`config.mk`:
```
export PLATFORM = sky130hd
export DESIGN_NAME = alu_sequencer_flat
export DESIGN_NICKNAME = d
export VERILOG_FILES = /design/src/rtl/alu_pkg.sv /design/src/rtl/alu_if.sv /design/src/rtl/alu_core.sv /design/src/rtl/alu_sequencer.sv /design/src/flat_wrapper.sv
export SDC_FILE = /design/constraint.sdc
export NUM_CORES = 1
export LEC_CHECK = 0
export CORE_UTILIZATION = 60
export CTS_BUF_LIST = sky130_fd_sc_hd__clkbuf_2 sky130_fd_sc_hd__clkbuf_4 sky130_fd_sc_hd__clkbuf_8
export DETAILED_ROUTE_END_ITERATION = 10
export DONT_BUFFER_PORTS = 1
export PLACE_DENSITY = 0.76
export SLEW_MARGIN = 10
export SYNTH_ARGS = -nofsm -noshare
export SYNTH_HDL_FRONTEND = slang
export SYNTH_SLANG_ARGS = --single-unit
```
`constraint.sdc`:
```
create_clock -name clk -period 5.4 [get_ports clk]
set_input_delay 1.08 -clock clk [delete_from_list [all_inputs] [get_ports clk]]
set_output_delay 1.08 -clock clk [all_outputs]
set_load 0.005 [all_outputs]
```
`src/rtl/alu_pkg.sv`:
```
// Shared types and default widths for the ALU sequencer slice.
// Holds the op-code and FSM state enums used by alu_core and alu_sequencer.
package alu_pkg;

    localparam int DATA_W    = 8;
    localparam int CNT_W     = 16;
    localparam int OVF_CNT_W = 8;

    typedef enum logic [1:0] {
        OP_AND = 2'b00,
        OP_OR  = 2'b01,
        OP_ADD = 2'b10,
        OP_SUB = 2'b11
    } alu_op_t;

    typedef enum logic [1:0] {
        IDLE = 2'b00,
        EXEC = 2'b01,
        DONE = 2'b10
    } seq_state_t;

endpackage

```
`src/rtl/alu_if.sv`:
```
// Command and result valid/ready bundle between a stimulus source and the
// ALU sequencer. master = command issuer / result consumer, slave = sequencer.
interface alu_if #(
    parameter int NUM_BITS = 8
);
    logic                cmd_valid;
    logic                cmd_ready;
    logic [NUM_BITS-1:0] cmd_a;
    logic [NUM_BITS-1:0] cmd_b;
    logic [1:0]          cmd_op;
    logic                res_valid;
    logic                res_ready;
    logic [NUM_BITS-1:0] res_data;
    logic                res_ovf;

    modport master (
        output cmd_valid, cmd_a, cmd_b, cmd_op, res_ready,
        input  cmd_ready, res_valid, res_data, res_ovf
    );

    modport slave (
        input  cmd_valid, cmd_a, cmd_b, cmd_op, res_ready,
        output cmd_ready, res_valid, res_data, res_ovf
    );
endinterface

```
`src/rtl/alu_core.sv`:
```
// Combinational ALU: (a, b, op) -> (r, ovf) with signed add/sub overflow.
// Ports: a, b operands; op alu_op_t; r result; ovf signed overflow.
// Build option ALU_SAT_EN: overflowing ADD/SUB results clamp to max/min.
module alu_core
    import alu_pkg::*;
#(
    parameter int NUM_BITS = DATA_W
) (
    input  logic [NUM_BITS-1:0] a,
    input  logic [NUM_BITS-1:0] b,
    input  alu_op_t             op,
    output logic [NUM_BITS-1:0] r,
    output logic                ovf
);
    localparam int MSB = NUM_BITS - 1;

    logic [NUM_BITS-1:0] sum;
    logic [NUM_BITS-1:0] diff;
    logic [NUM_BITS-1:0] sat;
    logic                add_ovf;
    logic                sub_ovf;

    assign sum  = a + b;
    assign diff = a - b;

    assign add_ovf = (a[MSB] == b[MSB]) && (sum[MSB] != a[MSB]);
    assign sub_ovf = (a[MSB] != b[MSB]) && (diff[MSB] != a[MSB]);

    // Clamp direction follows the sign of A: overflow only ever pushes
    // the result across the boundary on A's side.
    assign sat = a[MSB] ? {1'b1, {MSB{1'b0}}} : {1'b0, {MSB{1'b1}}};

    always_comb begin
        r   = '0;
        ovf = 1'b0;
        unique case (op)
            OP_AND: r = a & b;
            OP_OR:  r = a | b;
            OP_ADD: begin
                r   = sum;
                ovf = add_ovf;
            end
            OP_SUB: begin
                r   = diff;
                ovf = sub_ovf;
            end
            default: begin
                r   = '0;
                ovf = 1'b0;
            end
        endcase
`ifdef ALU_SAT_EN
        if (ovf) begin
            r = sat;
        end
`endif
    end

`ifndef ALU_SAT_EN
    logic unused_sat;
    assign unused_sat = ^sat;
`endif

endmodule

```
`src/rtl/alu_sequencer.sv`:
```
// Valid/ready front-end for alu_core: IDLE -> EXEC -> DONE per command.
// Ports: clk, rst_n (async low), bus (alu_if.slave), cnt_clr,
// op_count (wrapping), ovf_count (saturating). Option: ALU_SAT_EN.
module alu_sequencer
    import alu_pkg::*;
#(
    parameter int NUM_BITS     = DATA_W,
    parameter int CNT_BITS     = CNT_W,
    parameter int OVF_CNT_BITS = OVF_CNT_W
) (
    input  logic                    clk,
    input  logic                    rst_n,
    alu_if.slave                    bus,
    input  logic                    cnt_clr,
    output logic [CNT_BITS-1:0]     op_count,
    output logic [OVF_CNT_BITS-1:0] ovf_count
);
    seq_state_t state;
    seq_state_t state_d;

    logic [NUM_BITS-1:0] a_q;
    logic [NUM_BITS-1:0] b_q;
    alu_op_t             op_q;

    logic [NUM_BITS-1:0] alu_r;
    logic                alu_ovf;

    logic [NUM_BITS-1:0] res_data_q;
    logic                res_ovf_q;

    logic cmd_ready;
    logic res_valid;
    logic load;
    logic exec;

    alu_core #(
        .NUM_BITS(NUM_BITS)
    ) u_core (
        .a  (a_q),
        .b  (b_q),
        .op (op_q),
        .r  (alu_r),
        .ovf(alu_ovf)
    );

    always_ff @(posedge clk or negedge rst_n) begin
        if (!rst_n) begin
            state <= IDLE;
        end else begin
            state <= state_d;
        end
    end

    always_comb begin
        state_d   = state;
        cmd_ready = 1'b0;
        res_valid = 1'b0;
        load      = 1'b0;
        exec      = 1'b0;
        unique case (state)
            IDLE: begin
                cmd_ready = 1'b1;
                if (bus.cmd_valid) begin
                    load    = 1'b1;
                    state_d = EXEC;
                end
            end
            EXEC: begin
                exec    = 1'b1;
                state_d = DONE;
            end
            DONE: begin
                res_valid = 1'b1;
                if (bus.res_ready) begin
                    state_d = IDLE;
                end
            end
            default: state_d = IDLE;
        endcase
    end

    always_ff @(posedge clk or negedge rst_n) begin
        if (!rst_n) begin
            a_q  <= '0;
            b_q  <= '0;
            op_q <= OP_AND;
        end else if (load) begin
            a_q  <= bus.cmd_a;
            b_q  <= bus.cmd_b;
            op_q <= alu_op_t'(bus.cmd_op);
        end
    end

    always_ff @(posedge clk or negedge rst_n) begin
        if (!rst_n) begin
            res_data_q <= '0;
            res_ovf_q  <= 1'b0;
        end else if (exec) begin
            res_data_q <= alu_r;
            res_ovf_q  <= alu_ovf;
        end
    end

    // Clear has priority over a same-cycle increment.
    always_ff @(posedge clk or negedge rst_n) begin
        if (!rst_n) begin
            op_count  <= '0;
            ovf_count <= '0;
        end else if (cnt_clr) begin
            op_count  <= '0;
            ovf_count <= '0;
        end else if (exec) begin
            op_count <= op_count + CNT_BITS'(1);
            if (alu_ovf && (ovf_count != '1)) begin
                ovf_count <= ovf_count + OVF_CNT_BITS'(1);
            end
        end
    end

    assign bus.cmd_ready = cmd_ready;
    assign bus.res_valid = res_valid;
    assign bus.res_data  = res_data_q;
    assign bus.res_ovf   = res_ovf_q;

endmodule
```
`src/flat_wrapper.sv`:
```
// flat-port wrapper written by rule: the top's interface ports become plain ports
module alu_sequencer_flat import alu_pkg::*;
#(
    parameter int NUM_BITS     = DATA_W,
    parameter int CNT_BITS     = CNT_W,
    parameter int OVF_CNT_BITS = OVF_CNT_W
)
  (clk, rst_n, cnt_clr, op_count, ovf_count, bus_cmd_valid, bus_cmd_a, bus_cmd_b, bus_cmd_op, bus_res_ready, bus_cmd_ready, bus_res_valid, bus_res_data, bus_res_ovf);
  alu_if #(.NUM_BITS(NUM_BITS)) bus_i ();
  input  logic clk;
  input  logic rst_n;
  input  logic cnt_clr;
  output logic [CNT_BITS-1:0] op_count;
  output logic [OVF_CNT_BITS-1:0] ovf_count;
  input wire logic [$bits(bus_i.cmd_valid)-1:0] bus_cmd_valid;
  input wire logic [$bits(bus_i.cmd_a)-1:0] bus_cmd_a;
  input wire logic [$bits(bus_i.cmd_b)-1:0] bus_cmd_b;
  input wire logic [$bits(bus_i.cmd_op)-1:0] bus_cmd_op;
  input wire logic [$bits(bus_i.res_ready)-1:0] bus_res_ready;
  output wire logic [$bits(bus_i.cmd_ready)-1:0] bus_cmd_ready;
  output wire logic [$bits(bus_i.res_valid)-1:0] bus_res_valid;
  output wire logic [$bits(bus_i.res_data)-1:0] bus_res_data;
  output wire logic [$bits(bus_i.res_ovf)-1:0] bus_res_ovf;
  assign bus_i.cmd_valid = bus_cmd_valid;
  assign bus_i.cmd_a = bus_cmd_a;
  assign bus_i.cmd_b = bus_cmd_b;
  assign bus_i.cmd_op = bus_cmd_op;
  assign bus_i.res_ready = bus_res_ready;
  assign bus_cmd_ready = bus_i.cmd_ready;
  assign bus_res_valid = bus_i.res_valid;
  assign bus_res_data = bus_i.res_data;
  assign bus_res_ovf = bus_i.res_ovf;
  alu_sequencer #(.NUM_BITS(NUM_BITS), .CNT_BITS(CNT_BITS), .OVF_CNT_BITS(OVF_CNT_BITS)) u_core (.clk(clk), .rst_n(rst_n), .bus(bus_i), .cnt_clr(cnt_clr), .op_count(op_count), .ovf_count(ovf_count));
endmodule
```
[Yosys cells after proc, flatten, opt, wreduce, memory -nomap -nowiden]
Cells that the tools add are included.
Word-level totals
  output and inout bits: 35
  input bits: 23
  register bits: 53
  word-level logic and storage cells: 50
Cells by class
  equal/unequal tests: 12
  bitwise logic cells: 2
  reduce and logical (&&, ||, !) cells: 9
  muxes and demuxes: 15
  $add $sub $neg: 4
Operator list (number)
  two-way mux 16 bit: 2
  case mux 8 bit (4 select lines): 1
  two-way mux 8 bit: 3
  adder 16 x 1 -> 16 bit, second input constant: 1
  adder 8 x 1 -> 8 bit, second input constant: 1
  adder 8 bit: 1
  bitwise AND 8 bit: 1
  != test 8 bit, second input constant: 1
  bitwise OR 8 bit: 1
  subtractor 8 bit: 1
  equality test 2 bit, second input constant: 3
  case mux 2 bit (3 select lines): 1
  two-way mux 1 bit: 5
  equality test 2 x 1 -> 1 bit, second input constant: 2
  zero test 2 bit: 2
  two-way mux 2 bit: 2
  != test 2 bit, second input constant: 2
  AND reduction 2 bit: 2
  nonzero test 2 bit: 2
  logical AND 1 bit: 3
  != test 1 bit: 3
  case mux 1 bit (2 select lines): 1
  equality test 1 bit: 1

[Logic depth before layout (Yosys ltp)]
Gate-level depths: netlist of the first run.
  depth after elaboration: 8
  depth in mapped cells: 10
  depth with buffers taken out: 10

[Modules after synthesis]
A second synthesis of the first run with hierarchy kept.
Second synthesis, totals
  cells, all modules: 329
  area total of the unflattened synthesis: 3299.4 µm²
By module, submodules not included
  alu_sequencer: area an instance 2331.0 µm², instances 1, seq. area each 1326.3 µm², cells each 192
  alu_core: area an instance 968.4 µm², instances 1, seq. area each 0.0 µm², cells each 137

[Least setup slack after synthesis of the first run]
OpenSTA, ideal clock, no wires.
  kind: register to register
  start: reg u_core.b_q[1]
  end: reg u_core.ovf_count[4]
  path buffers: 1
  stages on the path, launching flop included: 11
  required time: 5.322 ns
  period minus slack after synthesis: 2.661 ns
  arrival time: 2.583 ns
  slack: 2.739 ns
  library setup time: 0.078 ns
  path through: dfrtp_1 inv_1 ha_1 a211oi_2 o211ai_1 and2_1 o221a_1 or3_4 buf_6 or3_1 a21oi_1
On the way
  word-level cells in the longest chain between the ends: 7
  elaborated cells between the ends (all ways): 10
  those cells by class: add/sub (2); eq/ne (2); mux (1); reduce/logical (5)
RTL lines
  start: declaration: line alu_sequencer.sv:22  | logic [NUM_BITS-1:0] b_q;
  start signal: assignment: line alu_sequencer.sv:89  | b_q <= bus.cmd_b;
  subtractor 8 bit / adder 8 bit (equally long branches): line alu_core.sv:24, alu_core.sv:23
  != test 1 bit, on equally long branches: line alu_core.sv:27, alu_core.sv:26
  logical AND 1 bit, on equally long branches: line alu_core.sv:27, alu_core.sv:26
  case mux 1 bit (2 select lines) (*): line alu_core.sv:36  | unique case (op)
  logical AND 1 bit (*): line alu_sequencer.sv:114  | if (alu_ovf && (ovf_count != '1)) begin
  nonzero test 2 bit (no line) (*)
  AND reduction 2 bit (no line) (*)
  end signal: assignment: line alu_sequencer.sv:115  | ovf_count <= ovf_count + OVF_CNT_BITS'(1);
  end: declaration: line alu_sequencer.sv:16  | output logic [OVF_CNT_BITS-1:0] ovf_count
Every way passes the cells marked *; elsewhere a longest branch is shown, timed or not.
A chain may end at the register's enable or synchronous reset.

[Final worst setup path of the first run]
  start: reg u_core.b_q[1]
  end: reg u_core.ovf_count[5]
Same word-level chain as after synthesis.

==> impl_metrics.toml, run 1 <==
[finish]
n_antenna_cell = 0
drive_above_1_share_pct = 5.95
syn_to_final_growth_pct = 3.76
nets = 385

[synth]
synthFlopType = "dfrtp_1"
postSynth.asyncResetShare_pct = 100
ys_warn_count = 0
synth_edf_count = 0
synth_cell_types = 44
synth_area_per_cell_sq_um = 9.14
ys_top_cells_by_area = "dfrtp_1 42%, ha_1 10%, o21ai_0 5.6%"
synth_area_sq_mm = 0.00313
synth_top_area_cell = "dfrtp_1"
synth_cells = 342
syn_nets = 392
synth_top_area_share_pct = 42.4
ys_seq_area_share_pct = 42.4
synth-seq-cells = 53

[sta]
fmaxAchievable_mhz = 340
slew_viol_final = 0
clock-skew-final_ns = 0.00720
rsz0062_at_grt = "no"
finalHoldViolations = 0
fin_crit_sh_pct = 54.4
tightest_slew_ns = 0.615
setup_viol = 0
setup_tns_ns = 0
max_slew_margin_pct = 59.0
min_period_ns = 2.94
setup_slack_ns = 2.46

[cts]
max-clock-path-buffers = 2
clock_latency_ns = 0.31
clkSinkCount = 53
tritoncts = "built"
htree_levels = 2
ctsHoldBuffers = 0
post-cts-setup-buffers = 0
cts_resized = 0
clkTransAtPathRegs_ns = 0.10
numCtsBuffers = 5
root_buffer = "clkbuf_8"

[global_routing]
grt_pass1_wl_um = 9390
grt_pass1_vias = 2035
grt_max_degree = 54
gr-usage-met2_pct = 34.6
grt-busiest-layer = "met2"
grt_util_met3_pct = 5.15
antenna_found_initial = 0
track_usage_pct = 22.2
globalRouteMet1Util_pct = 31.3
grt_overflow = 0

[die]
rows = 25
coreArea_sq_mm = 0.00488
io_pins = 58
die_w_um = 74.2
start_util_pct = 64.1
die_y_um = 74.2
die-area_sq_mm = 0.00550

[critical_path]
worst_r2r_path_depth = 9
cp-startpoint = "u_core.b_q[1]"
cp.required_ns = 5.63
timing.rr.end = "u_core.ovf_count[5]"
crit_type = "reg -> reg"
arrival_ns = 3.17
endpoint = "u_core.ovf_count[5]"
path_max_fanout = 14
r2r_setup_slack_ns = 2.46
critPathLaunchType = "flip-flop"
crit_path_end_kind = "flip-flop"
rr_startpoint = "u_core.b_q[1]"

[place]
dp_hpwl_um = 4180
dpl_worst_slack_ns = 2.47
port_buffers = 0
gp_congestion = 0.828

[route]
vias = 2282
antenna_left = 0
drtIter0Drc = 80
drt-pass1-iter-count = 4
wire_per_inst_um = 14.8
drc = 0
drt-vias-per-instance = 5.66
routed_wl_um = 5950

[run]
cap_viol_max_count = 0

[power]
leakage_nw = 1.47
switchingPower_uw = 802
clkPwrFrac_pct = 12.7
peakVddDrop_mv = 0.281
powerDensity_mw_per_mm2 = 556
intPower_mw = 1.00
combPwrFrac_pct = 53.2
sequentialPowerShare_pct = 34.1
switching_share_pct = 44.5

[min_path]
min_path_type = "in -> async"

[run_status]
status = "finished, final reports clean"
-- cell usage in the layout, fill, tap and decap left out, types with 2 or more instances in the layout --
cell / count
nor2b_1: 2
and2_1: 2
buf_4: 2
nor2_1: 33
o31ai_1: 3
or4_1: 3
nand4_1: 3
or3_1: 4
xnor2_1: 6
a211oi_1: 6
clkbuf_8: 5
nand2b_1: 6
inv_1: 21
o21bai_1: 3
ha_1: 25
and3_1: 3
xor2_1: 14
nand2_1: 40
mux2_2: 2
mux2i_1: 6
a31oi_1: 2
nand3_1: 11
a21oi_1: 25
o21ai_0: 35
fa_1: 2
dfrtp_1: 53
-- kinds of logic after synthesis --
kind of cell / synth area share, %
AOI/OAI and AO/OA: 16.7
xor gates and xnor gates: 5.60
adders and majority gates: 11.3
buffers and inverters: 4.92
DFF: 42.4
muxes: 2.64
and+or+nand+nor: 16.4
-- how the worst min path moves through the flow --
stage	start	endpoint	slack [ns]	cells past startpoint
global route	rst_n	u_core.ovf_count[5]	0.43	0
finish	rst_n	u_core.a_q[0]	0.45	0
CTS	rst_n	u_core.a_q[6]	0.44	0
floorplan	u_core.bus.res_ovf	u_core.bus.res_ovf	0.47	2
detailed placement	u_core.bus.res_data[3]	u_core.bus.res_data[3]	0.50	2
global placement	u_core.bus.res_data[6]	u_core.bus.res_data[6]	0.49	2
-- sequential cells by signal, summed over array words and instances (netlist names) --
signal               cells
u_core.b_q               8
u_core.state             2
u_core.op_count         16
u_core.bus.res_data      8
u_core.a_q               8
u_core.op_q              2
u_core.ovf_count         8
u_core.bus.res_ovf       1
-- area by class of cell --
cell class | count | area (sq um)
clock buffer | 6 | 76.3
clock inverter | 2 | 13.8
fill | 414 | 1640
inverter | 22 | 82.6
multi-input combinational | 251 | 1650
sequential | 53 | 1330
tap | 67 | 83.8
timing repair buffer | 2 | 15.0
-- worst max-delay path, cell delays in order, from the launching register on --
cell      delay [ns]
dfrtp_1         0.46
inv_1           0.12
ha_1            0.33
a211oi_2        0.26
o211ai_1        0.17
and2_1          0.17
o221a_1         0.27
or3_4           0.45
or4_1           0.48
a21oi_1         0.16
-- cell usage after synthesis, types with 2 or more instances --
cell type and instances:
nor2b_1 2, and2_1 2, buf_1 2, dfrtp_1 53
inv_1 21, a211oi_1 6, and3_1 3, o21ai_0 35
a31oi_1 2, nand4_1 3, buf_2 3, nand3_1 11
o31ai_1 3, ha_1 25, a21oi_1 25, nor2_1 33
xnor2_1 6, nand2b_1 6, xor2_1 14, o21bai_1 3
or3_1 4, fa_1 2, or4_1 3, nand2_1 40
mux2i_1 6, mux2_2 2, clkbuf_1 10
-- power groups by stage --
stage / combinational [mW] / clock (mW) / sequential, mW
detailed placement: 0.942 / 0 / 0.622
floorplan: 0.805 / 0 / 0.580
global route: 1.09 / 0.250 / 0.635
finish: 0.960 / 0.230 / 0.614
CTS: 0.956 / 0.238 / 0.615
global placement: 0.927 / 0 / 0.615
-- layer usage --
layer	vias to the layer above	part of all wire, %
met1	1080	49
met5	-	0
met3	5	5.6
met4	0	0.71
met2	55	45
li1	1142	-
-- stage by stage --
stage / power [mW] / hold slack (ns) / util, % / std cells / cell area [sq um]
final: 1.80 / 0.451 / 66.5 / 403 / 3240
after global routing: 1.97 / 0.435 / 66.5 / 403 / 3240
after CTS: 1.81 / 0.442 / 66.5 / 403 / 3240
after global placement: 1.54 / 0.487 / 64.6 / 395 / 3150
after floorplan: 1.38 / 0.473 / - / 342 / 3130
after detailed placement: 1.56 / 0.498 / 64.6 / 395 / 3150
Note: power is estimated with default switching activity, not from simulation.
==> run 2: changes to the inputs <==
--- a/config.mk
+++ b/config.mk
@@ -9,7 +9,7 @@
 export CTS_BUF_LIST = sky130_fd_sc_hd__clkbuf_2 sky130_fd_sc_hd__clkbuf_4 sky130_fd_sc_hd__clkbuf_8
 export DETAILED_ROUTE_END_ITERATION = 10
 export DONT_BUFFER_PORTS = 1
-export PLACE_DENSITY = 0.76
+export PLACE_DENSITY = 0.79
 export SLEW_MARGIN = 10
 export SYNTH_ARGS = -nofsm -noshare
 export SYNTH_HDL_FRONTEND = slang
==> constraint.sdc (replaced) <==
create_clock -name clk -period 2.55 [get_ports clk]
set_input_delay 0.51 -clock clk [delete_from_list [all_inputs] [get_ports clk]]
set_output_delay 0.51 -clock clk [all_outputs]
set_load 0.005 [all_outputs]
==> impl_metrics.toml, run 2 (synthesis gave the netlist of run 1 again) <==
[route]
drc = 0
antenna_left = 0
vias = 2549
routed_wl_um = 6780
wire_per_inst_um = 15.3
drtIter0Drc = 138
drt-vias-per-instance = 5.77
drt-pass1-iter-count = 5

[finish]
fill_cells = 357
top_register = "u_core.op_count"
multi_input_area_sq_mm = 0.00178
drive_above_1_share_pct = 22.7
nets = 424
regArea_sq_mm = 0.00133
n_antenna_cell = 0
syn_to_final_growth_pct = 18.4
final_common_cell = "dfrtp_1"
largest_reg_flops = 16
most-common-layout-cells = "51 x dfrtp_1, 40 x nand2_1, 39 x buf_4"
final_util_pct = 75.9

[sta]
clock-skew-final_ns = 0.00718
tightest_slew_ns = 0.618
rsz0062_at_grt = "yes"
fmaxAchievable_mhz = 382
setup_tns_ns = -0.255
setup_slack_ns = -0.0691
max_slew_margin_pct = 58.8
min_period_ns = 2.62
finalHoldViolations = 0
slew_viol_final = 0
fin_hold_ws_ns = 0.0483
fin_crit_sh_pct = 103
setup_viol = 6

[global_routing]
antenna_found_initial = 0
grt_pass1_wl_um = 10600
grt_pass1_vias = 2294
grt_max_degree = 54
grt_overflow = 0
track_usage_pct = 25.1

[power]
powerDensity_mw_per_mm2 = 1280
intPower_mw = 2.71
combPwrFrac_pct = 62.7
sequentialPowerShare_pct = 27.0
clkPwrFrac_pct = 10.4
switchingPower_mw = 2.03
peakVddDrop_mv = 0.614
leakage_nw = 1.67
switching_share_pct = 42.8

[critical_path]
crit_path_end_kind = "flip-flop"
slowest_stage = "or4_4"
slowest_delay_ns = 0.49
arrival_ns = 2.86
crit_family = "simple AND/OR/NAND/NOR gates"
cp.required_ns = 2.79
path_buf_inv = 2
crit_type = "reg -> reg"
critPathLaunchType = "flip-flop"
crit_chain = "buf_4 -> ha_1 -> buf_4 -> o311ai_4 -> a21oi_2 -> o221a_1 -> or3_4 -> or4_4 -> a21oi_2"
path_max_fanout = 6

[die]
die-area_sq_mm = 0.00550
rows = 25
io_pins = 58
die_y_um = 74.2
coreArea_sq_mm = 0.00488
die_w_um = 74.2
start_util_pct = 64.1

[cts]
clock_latency_ns = 0.31
clkSinkCount = 53
htree_levels = 2
clkTransAtPathRegs_ns = 0.10
tritoncts = "built"
numCtsBuffers = 5
max-clock-path-buffers = 2
root_buffer = "clkbuf_8"

[place]
gp_congestion = 0.862
dpl_worst_slack_ns = -0.175
port_buffers = 0
dp_hpwl_um = 4510

[run]
cap_viol_max_count = 0

[min_path]
min_path_type = "in -> async"

[run_status]
violations = "setup timing"
status = "complete, but fails checks"
## run 2: cell types whose count changed in the layout (fill, tap and decap cells not counted), sizes merged
cell,before,now
buf,2,41
## run 2: layer usage
metal	track usage, %	routed length, um
met4	7.48	89
met1	34.3	3190
met5	0	0
met2	40.8	3170
met3	4.61	332
## run 2: final cells by class
| cell class | instances | share of cell area, % |
|---|---|---|
| Sequential cell | 53 | 35.9 |
| Multi-Input combinational cell | 251 | 48.2 |
| Inverter | 22 | 2.30 |
| Tap cell | 67 | 2.26 |
| Timing Repair Buffer | 41 | 8.95 |
| Clock buffer | 6 | 2.06 |
| Clock inverter | 2 | 0.372 |
## run 2: through the flow
stage / total power, mW / instance area (sq um) / cells
3_5_place_dp: 3.66 / 3350 / 420
5_1_grt: 5.10 / 3700 / 442
6_report: 4.75 / 3700 / 442
2_1_floorplan: 2.95 / 3140 / 342
4_1_cts: 4.38 / 3570 / 436
3_3_place_gp: 3.60 / 3350 / 420
## run 2: repair_timing
action                                 in CTS  in global routing
setup endpoints to repair                   6                  8
endpoints found under the hold margin      53                  0
buffers inserted                            7                  6
resized for setup                          11                 21
hold buffers                                1                  0
pin swaps                                  10                 15
## run 2: path summary, 6_finish.rpt
kind,cells past startpoint,endpoint,slack (ns),start
max in group asynchronous,1,u_core.op_count[5],2.27,rst_n
min in group clk,1,u_core.ovf_count[5],0.24,cnt_clr
max reg2reg,9,u_core.ovf_count[7],-0.07,u_core.a_q[2]
min reg2reg,2,u_core.bus.res_data[3],0.51,u_core.bus.res_data[3]
max,9,u_core.ovf_count[7],-0.07,u_core.a_q[2]
min,1,u_core.b_q[2],0.05,rst_n
## run 2: power by group through the flow
stage / Sequential, mW / Clock (mW) / Combinational (mW)
2_1_floorplan: 1.23 / 0 / 1.72
3_3_place_gp: 1.27 / 0 / 2.32
3_5_place_dp: 1.29 / 0 / 2.37
4_1_cts: 1.27 / 0.502 / 2.60
5_1_grt: 1.32 / 0.528 / 3.26
6_report: 1.28 / 0.491 / 2.97
==> run 3: changes to the inputs <==
--- a/config.mk
+++ b/config.mk
@@ -5,10 +5,9 @@
 export SDC_FILE = /design/constraint.sdc
 export NUM_CORES = 1
 export LEC_CHECK = 0
-export CORE_UTILIZATION = 60
+export CORE_UTILIZATION = 49
 export CTS_BUF_LIST = sky130_fd_sc_hd__clkbuf_2 sky130_fd_sc_hd__clkbuf_4 sky130_fd_sc_hd__clkbuf_8
 export DETAILED_ROUTE_END_ITERATION = 10
-export DONT_BUFFER_PORTS = 1
 export PLACE_DENSITY = 0.79
 export SLEW_MARGIN = 10
 export SYNTH_ARGS = -nofsm -noshare
==> impl_metrics.toml, run 3 (synthesis gave the netlist of run 1 again) <==
[run_status]
status = "complete, but fails checks"
violations = "setup timing"

[power]
leakage_nw = 1.84
power.total_mw = 4.74
combPwrFrac_pct = 63.3
intPower_mw = 2.77
clkPwrFrac_pct = 10.3
powerDensity_mw_per_mm2 = 1130
peakVddDrop_mv = 0.739
switching_share_pct = 41.5
sequentialPowerShare_pct = 26.5
switchingPower_mw = 1.97

[critical_path]
slowest_delay_ns = 0.49
path_buf_inv = 2
worst_r2r_path_depth = 10
crit_path_end_kind = "flip-flop"
arrival_ns = 2.89
crit_family = "simple AND/OR/NAND/NOR gates"
crit_chain = "buf_4 -> buf_4 -> ha_1 -> a21oi_2 -> o211ai_1 -> and2_1 -> o221a_1 -> or3_4 -> or4_4 -> a21oi_2"
crit_type = "reg -> reg"
rr_startpoint = "u_core.b_q[6]"
timing.rr.end = "u_core.ovf_count[7]"
cp.required_ns = 2.79
r2r_setup_slack_ns = -0.1
slowest_stage = "or4_4"
critPathLaunchType = "flip-flop"
path_max_fanout = 6

[die]
rows = 28
die-area_sq_mm = 0.00670
io_pins = 58
coreArea_sq_mm = 0.00603
die_y_um = 81.9
die_w_um = 81.9
start_util_pct = 51.9

[finish]
fin_cells = 501
final_util_pct = 69.7
syn_to_final_growth_pct = 34.4
top_register = "u_core.op_count"
n_antenna_cell = 0
most-common-layout-cells = "56 x clkdlybuf4s50_1, 53 x dfrtp_1, 40 x nand2_1"
largest_reg_flops = 16
nets = 475
final_common_cell = "clkdlybuf4s50_1"
drive_above_1_share_pct = 17.1

[global_routing]
grt_util_met3_pct = 3.56
grt-busiest-layer = "met2"
grt_overflow = 0
grt_pass1_wl_um = 11200
globalRouteMet1Util_pct = 27.6
antenna_found_initial = 0
grt_max_degree = 54
grt_pass1_vias = 2479
gr-usage-met2_pct = 36.9
track_usage_pct = 21.5

[sta]
tightest_slew_ns = 0.672
max_slew_margin_pct = 55.2
fmaxAchievable_mhz = 377
finalHoldViolations = 0
clock-skew-final_ns = 0.00983
setup_viol = 4
rsz0062_at_grt = "yes"
setup_slack_ns = -0.0997
min_period_ns = 2.65
slew_viol_final = 0
fin_crit_sh_pct = 104
setup_tns_ns = -0.262

[cts]
ctsHoldBuffers = 0
max-clock-path-buffers = 2
tritoncts = "built"
root_buffer = "clkbuf_8"
clkTransAtPathRegs_ns = 0.10
numCtsBuffers = 5
htree_levels = 2
clock_latency_ns = 0.31
clkSinkCount = 53

[route]
drtIter0Drc = 133
antenna_left = 0
vias = 2681
routed_wl_um = 6870
drt-vias-per-instance = 5.35
drt-pass1-iter-count = 4
drc = 0
wire_per_inst_um = 13.7

[place]
port_buffers = 57
placedCellCount = 481
dpl_worst_slack_ns = -0.161
dp_hpwl_um = 4890
gp_congestion = 0.893

[min_path]
min_path_type = "in -> async"

[run]
cap_viol_max_count = 0
-- run 3: changes by cell type in the layout (fill, tap and decap cells not counted), sizes merged --
| cell | before | now |
|---|---|---|
| inv | 23 | 22 |
| clkinv | 1 | 0 |
| or3 | 6 | 7 |
| buf | 41 | 35 |
| clkdlybuf4s50 | 0 | 56 |
| clkinvlp | 0 | 2 |
-- run 3: stage by stage --
step                      area [sq um]  hold slack, ns
final                             4200           0.161
after global placement            3910           0.463
after floorplan                   3140           0.214
after global routing              4200           0.189
after detailed placement          3910           0.475
after CTS                         4120           0.191
-- run 3: worst max path at each step --
stage / from / end / slack (ns) / cells past startpoint
final: u_core.b_q[6] / u_core.ovf_count[7] / -0.1 / 10
after global routing: u_core.b_q[3] / u_core.ovf_count[7] / -0.21 / 10
after CTS: u_core.b_q[1] / u_core.ovf_count[7] / -0.08 / 9
after detailed placement: u_core.b_q[6] / u_core.ovf_count[7] / -0.16 / 9
after global placement: u_core.b_q[1] / u_core.ovf_count[5] / -0.04 / 9
after floorplan: u_core.b_q[1] / u_core.ovf_count[4] / 0.007 / 10
-- run 3: cell type report --
cell class | count | area [sq um]
fill | 457 | 1820
multi-input combinational | 252 | 1770
sequential | 53 | 1330
timing repair buffer | 91 | 833
tap | 75 | 93.8
inverter | 22 | 85.1
clock buffer | 6 | 76.3
clock inverter | 2 | 15.0
-- run 3: metal layers --
| layer | wire [um] | vias up |
|---|---|---|
| li1 | - | 1334 |
| met1 | 3100 | 1271 |
| met2 | 3450 | 65 |
| met3 | 210 | 11 |
| met4 | 105 | 0 |
| met5 | 0 | - |
-- run 3: power by group through the flow --
stage | Combinational, mW | Sequential (mW) | Clock (mW)
after global routing | 3.31 | 1.28 | 0.530
after CTS | 2.80 | 1.24 | 0.500
after floorplan | 1.72 | 1.23 | 0
after detailed placement | 2.54 | 1.26 | 0
final | 3.00 | 1.25 | 0.486
after global placement | 2.46 | 1.25 | 0
-- run 3: timing repair --
action	in CTS	in global routing
pin swaps	5	8
setup endpoints to repair	5	7
setup buffers	6	5
gates cloned	1	0
resized for setup	9	12
